`src/rtl/rv_iommu_pkg.sv`:
```
// Shared IOMMU package: regbus cut FSM states, default watchdog depth and the
// default regbus request/response shapes used when no struct types are supplied.
package rv_iommu_pkg;

  localparam int unsigned DEFAULT_REGBUS_TIMEOUT = 256;

  typedef enum logic [1:0] {
    IDLE  = 2'd0,
    ISSUE = 2'd1,
    RESP  = 2'd2
  } rv_iommu_regbus_cut_state_e;

  typedef struct packed {
    logic [31:0] addr;
    logic        write;
    logic [31:0] wdata;
    logic [3:0]  wstrb;
    logic        valid;
  } regbus_req_t;

  typedef struct packed {
    logic [31:0] rdata;
    logic        error;
    logic        ready;
  } regbus_rsp_t;

endpackage

```
`src/rtl/rv_iommu_regbus_cut.sv`:
```
// Register-bus timing cut with an optional stall watchdog.
// Every request is captured before it reaches the register map, and every
// response is captured before it goes back to the bridge. Nothing passes
// combinationally from one port to the other.
// Optional feature macro: RV_IOMMU_REGBUS_TIMEOUT_EN. When it is defined, an
// access that stalls TIMEOUT_CYCLES cycles in the register map is aborted. It
// is then answered with error=1 and rdata=0.
module rv_iommu_regbus_cut
  import rv_iommu_pkg::*;
#(
  parameter int unsigned ADDR_WIDTH     = 32,
  parameter int unsigned DATA_WIDTH     = 32,
  parameter int unsigned TIMEOUT_CYCLES = DEFAULT_REGBUS_TIMEOUT,
  parameter type         reg_req_t      = regbus_req_t,
  parameter type         reg_rsp_t      = regbus_rsp_t
) (
  input  logic     clk_i,
  input  logic     rst_ni,
  input  reg_req_t slv_req_i,
  output reg_rsp_t slv_rsp_o,
  output reg_req_t mst_req_o,
  input  reg_rsp_t mst_rsp_i,
  output logic     timeout_o
);

  localparam int unsigned STRB_WIDTH = DATA_WIDTH / 8;

  if (TIMEOUT_CYCLES < 2) begin : g_bad_timeout
    $error("rv_iommu_regbus_cut: TIMEOUT_CYCLES must be at least 2");
  end

  rv_iommu_regbus_cut_state_e state_q, state_d;

  logic [ADDR_WIDTH-1:0] req_addr_q;
  logic                  req_write_q;
  logic [DATA_WIDTH-1:0] req_wdata_q;
  logic [STRB_WIDTH-1:0] req_wstrb_q;
  logic [DATA_WIDTH-1:0] rsp_rdata_q;
  logic                  rsp_error_q;
  logic                  timeout_hit;

`ifdef RV_IOMMU_REGBUS_TIMEOUT_EN
  localparam int unsigned CNT_WIDTH = $clog2(TIMEOUT_CYCLES);
  localparam logic [CNT_WIDTH-1:0] CNT_LAST = CNT_WIDTH'(TIMEOUT_CYCLES - 1);

  logic [CNT_WIDTH-1:0] cnt_q;

  // Stall counter: zero while idle, counts ISSUE cycles and holds at the last value
  always_ff @(posedge clk_i or negedge rst_ni) begin
    if (!rst_ni) begin
      cnt_q <= '0;
    end else if (state_q == IDLE) begin
      cnt_q <= '0;
    end else if (state_q == ISSUE && cnt_q != CNT_LAST) begin
      cnt_q <= cnt_q + 1'b1;
    end
  end

  // A ready from the map in the final cycle takes priority over the abort
  assign timeout_hit = (state_q == ISSUE) && !mst_rsp_i.ready && (cnt_q == CNT_LAST);
`else
  assign timeout_hit = 1'b0;
`endif

  assign timeout_o = timeout_hit;

  // State register
  always_ff @(posedge clk_i or negedge rst_ni) begin
    if (!rst_ni) begin
      state_q <= IDLE;
    end else begin
      state_q <= state_d;
    end
  end

  // Next-state logic; IDLE always lasts one cycle so a completed request is never resampled
  always_comb begin
    state_d = state_q;
    case (state_q)
      IDLE:    if (slv_req_i.valid) state_d = ISSUE;
      ISSUE:   if (mst_rsp_i.ready || timeout_hit) state_d = RESP;
      RESP:    state_d = IDLE;
      default: state_d = IDLE;
    endcase
  end

  // Capture the request on acceptance and the response (real or aborted) on completion
  always_ff @(posedge clk_i or negedge rst_ni) begin
    if (!rst_ni) begin
      req_addr_q  <= '0;
      req_write_q <= 1'b0;
      req_wdata_q <= '0;
      req_wstrb_q <= '0;
      rsp_rdata_q <= '0;
      rsp_error_q <= 1'b0;
    end else begin
      if (state_q == IDLE && slv_req_i.valid) begin
        req_addr_q  <= slv_req_i.addr;
        req_write_q <= slv_req_i.write;
        req_wdata_q <= slv_req_i.wdata;
        req_wstrb_q <= slv_req_i.wstrb;
      end
      if (state_q == ISSUE) begin
        if (mst_rsp_i.ready) begin
          rsp_rdata_q <= mst_rsp_i.rdata;
          rsp_error_q <= mst_rsp_i.error;
        end else if (timeout_hit) begin
          rsp_rdata_q <= '0;
          rsp_error_q <= 1'b1;
        end
      end
    end
  end

  // Port outputs come straight from registers and are zeroed outside their own state
  always_comb begin
    mst_req_o = '0;
    slv_rsp_o = '0;
    if (state_q == ISSUE) begin
      mst_req_o.addr  = req_addr_q;
      mst_req_o.write = req_write_q;
      mst_req_o.wdata = req_wdata_q;
      mst_req_o.wstrb = req_wstrb_q;
      mst_req_o.valid = 1'b1;
    end
    if (state_q == RESP) begin
      slv_rsp_o.rdata = rsp_rdata_q;
      slv_rsp_o.error = rsp_error_q;
      slv_rsp_o.ready = 1'b1;
    end
  end

endmodule
```
`config.mk`:
```
export PLATFORM = sky130hd
export DESIGN_NAME = rv_iommu_regbus_cut
export DESIGN_NICKNAME = d
export VERILOG_FILES = /design/src/rtl/rv_iommu_pkg.sv /design/src/rtl/rv_iommu_regbus_cut.sv
export SDC_FILE = /design/constraint.sdc
export NUM_CORES = 1
export LEC_CHECK = 0
export ABC_CLOCK_PERIOD_IN_PS = 1600
export CORE_MARGIN = 2
export CORE_UTILIZATION = 41
export DETAILED_ROUTE_END_ITERATION = 10
export HOLD_SLACK_MARGIN = 0.03
export PLACE_DENSITY = 0.8
export SKIP_CTS_REPAIR_TIMING = 1
export SKIP_LAST_GASP = 1
export SLEW_MARGIN = 0
export SYNTH_ARGS = -nofsm -noshare
export SYNTH_HDL_FRONTEND = slang
export SYNTH_SLANG_ARGS = --single-unit
```
`constraint.sdc`:
```
create_clock -name clk_i -period 1.6 [get_ports clk_i]
set_input_delay 0.4 -clock clk_i [delete_from_list [all_inputs] [get_ports clk_i]]
set_output_delay 0.4 -clock clk_i [all_outputs]
set_load 0.01 [all_outputs]
```
After elaboration in Yosys (flattened, before gate mapping)
Cells that the tools add are included.
W data, S select, Z words.
- eq/ne operators: 4
- muxes and demuxes: 5
- reductions and logical operators: 4
- operator list (kind ; number):
    $mux W70 ; 1
    $mux W34 ; 1
    $mux W2 ; 2
    $ne A2 B2 Y1 const B ; 2
    $pmux W2 S2 ; 1
    $reduce_and A2 Y1 ; 2
    $eq A2 B1 Y1 const B ; 1
    $eq A2 B2 Y1 const B ; 1
    $logic_not A2 Y1 ; 1
    $logic_and A1 B1 Y1 ; 1
- input port bits: 106
- register bits: 104
- output and inout port bits: 105

Longest topological paths before layout
- word-level depth: 3
- mapped depth: 4
- mapped depth without buffers: 2

Worst setup path before layout
OpenSTA, ideal clock, no wires.
- path type: reg2out
- start point: register state_q[0]
- end point: output port slv_rsp_o[23] (netlist name)
- arrival time: 1.151 ns
- setup slack: 0.049 ns
- cell stages (with the launch flop): 4
- cell sequence: dfrtp_1 nor2b_1 clkbuf_1 and2_1
- RTL lines (item ; RTL line ; RTL):
    start, declared ; rv_iommu_regbus_cut.sv:32 ; rv_iommu_regbus_cut_state_e state_q, state_d;
    start signal, assigned ; rv_iommu_regbus_cut.sv:72 ; state_q <= state_d;
    end, declared ; rv_iommu_regbus_cut.sv:20 ; output reg_rsp_t slv_rsp_o,

==> run metrics <==
outcome=complete, but fails checks; failing checks=negative setup slack; Cells after Synth=338; First DRT Iteration DRCs=139; H-tree Lvls=3; actual slew at the worst max-slew pin=0.628 ns; Sw Pwr=3.02 mW; I/O pin total=211; grt total ovfl=0; post-DR wirelength/cell=17.2 um; # diodes=0; crit path DAT=1.63 ns; num rows=38; PD cells=1420 nW/um^2; clock sinks=104; count of pins over their slew limit=0; Seq pwr share=0.418; root buffer cell=clkbuf_8; worst skew pair latency=0.37 ns; vias after detailed routing=3379; kind of critical path=reg2out; gr usage total=0.179; initial antenna violation count=0; Seq/Total Area, Yosys=0.572; CP most frequent cell=buf_12; syn_nets=444; Layout Utilization=0.667; Max IR drop VDD=0.709 mV; Setup Viol. Count Final=173; Clk pwr share=0.186; Fill cells=805; RD Place Congestion=0.722; Netlist Area Pre-Place=4550 um^2; Cell variety after synth=15; #FFs+latches synth=104; final setup slack of the worst path=-0.425 ns; Tot Pwr=10.3 mW; Clock Skew=0.0121 ns; CP Cell Sequence=buf_4 -> nor2b_4 -> buf_12 -> buf_12 -> and2_1 -> clkbuf_2; slowest cell delay on critical path=0.39 ns; WP data required=1.20 ns; Final nets=674; vias per std cell=4.74; Top Usage Layer GRT=met2; met2 usage=0.301; vias in the first global route=3482; P&R area growth vs syn=58.9%; slowest CP cell=dfrtp_1; Finished Layout Cells=713; worst min path class=reg2reg; fin crit period=2.03 ns; CP Max Fanout=15; clk slew on worst S/H paths=0.10 ns; total wire length=12200 um; DR DRC count=0; Die Wd=109 um; M1 GR Usage=0.218; Port Buffer Count=209; Num CTS Buffers=9; placed wire-length estimate=7860 um; Final ANT Viol Nets=0; Fin. Hold Viols=0; Initial Utilization=0.420; first-pass GRT wire length=16600 um; Max Cap Viol=0; Final period util=1.27; core box area=10800 um^2; Die Y=109 um; category of the worst setup path launch point=flip-flop; most frequent cells in the layout=clkdlybuf4s50_1, dfrtp_1, mux2_2; RSZ-0062 raised after global routing=yes; layout cells sized above 1=0.457; Leakage=3.40 nW; Cell Int Power=7.27 mW; TritonCTS clock tree=built; Switching Share=0.293; Slew headroom=0.582; placed cell count=679; Synth Warn #=0; Mapped Avg Cell Area=13.5 um^2; largest net degree at the start of global routing=57; Die ar.=12000 um^2; Logic pwr share=0.396; met3 GRT Util=0.0409; crit end category=output pin; drt pass-1 iters=4; Max Root-Sink Buffers=2; fmax=494 MHz
-- cell usage after synthesis --
library cell | count | share of area
a21oi_1 | 1 | 0.0011
and2_1 | 102 | 0.14
buf_2 | 9 | 0.0099
buf_4 | 2 | 0.0033
buf_6 | 1 | 0.0025
clkbuf_1 | 9 | 0.0074
conb_1 | 1 | 0.00082
dfrtp_1 | 104 | 0.57
inv_1 | 1 | 0.00082
mux2_1 | 10 | 0.025
mux2_2 | 92 | 0.23
nand2b_1 | 2 | 0.0027
nand3b_1 | 1 | 0.0016
nor2b_1 | 2 | 0.0027
nor3b_2 | 1 | 0.0027
-- path summary, 6_finish.rpt --
check / from / end / slack (ns) / cells past startpoint
setup / recovery: state_q[1] / mst_req_o[18] / -0.43 / 6
hold / removal: req_addr_q[14] / req_addr_q[14] / 0.49 / 1
setup reg to reg: state_q[1] / req_wdata_q[27] / -0.12 / 5
hold reg to reg: req_addr_q[14] / req_addr_q[14] / 0.49 / 1
max in group asynchronous: rst_ni / req_wdata_q[13] / 0.45 / 3
min in group asynchronous: rst_ni / req_wdata_q[26] / 0.57 / 3
-- cells by family (layout without fill, tap and decap cells) --
kind of cell / Yosys count / in the layout / share of synthesized area
muxes: 102 / 102 / 0.252
and+or+nand+nor: 108 / 108 / 0.150
buffers and inverters: 22 / 257 / 0.0239
AOI/OAI and AO/OA: 1 / 1 / 0.00110
DFF: 104 / 104 / 0.572
other: 1 / 1 / 0.000824
-- worst max-delay path: cells and delay by family (launching register included) --
family                 cells  cell delay, ns
buffers and inverters      4            0.58
DFF                        1            0.39
and+or+nand+nor            2            0.28
-- metal layers --
metal	wire length (um)	up-vias	part of all wire
met5	0	-	0
met4	242	0	0.020
met3	873	16	0.071
met2	6190	128	0.51
met1	4930	1659	0.40
li1	-	1576	-
-- cell type report --
type / count / area [um^2] / area share
Clock inverter: 5 / 105 / 0.0145
Multi-Input combinational cell: 212 / 1930 / 0.267
Tap cell: 140 / 175 / 0.0242
Clock buffer: 11 / 131 / 0.0182
Sequential cell: 104 / 2600 / 0.360
Timing Repair Buffer: 240 / 2290 / 0.316
Inverter: 1 / 3.75 / 0.000519
-- stage by stage --
step | hold slack (ns) | TNS, ns | setup slack (ns) | cell area [um^2]
detailed placement | 0.413 | -54.57 | -0.356 | 6900
floorplan | 0.104 | 0 | 0.0494 | 4550
global route | 0.513 | -59.00 | -0.530 | 7230
global placement | 0.414 | -52.05 | -0.333 | 6900
finish | 0.493 | -46.13 | -0.425 | 7230
CTS | 0.00511 | -73.68 | -0.761 | 7130
-- registers in the layout, indices dropped and copies added (netlist names) --
signal and count:
req_wstrb_q 4, state_q 2, req_wdata_q 32, rsp_error_q 1, req_addr_q 32, req_write_q 1, rsp_rdata_q 32
-- power by group through the flow --
stage	clock (mW)	sequential, mW	combinational [mW]
detailed placement	0	4.30	4.02
global placement	0	4.22	3.91
finish	1.91	4.30	4.08
floorplan	0	4.12	2.14
global route	2.09	4.44	4.38
CTS	1.97	4.25	4.04
Power figures use the tool's default switching activity.
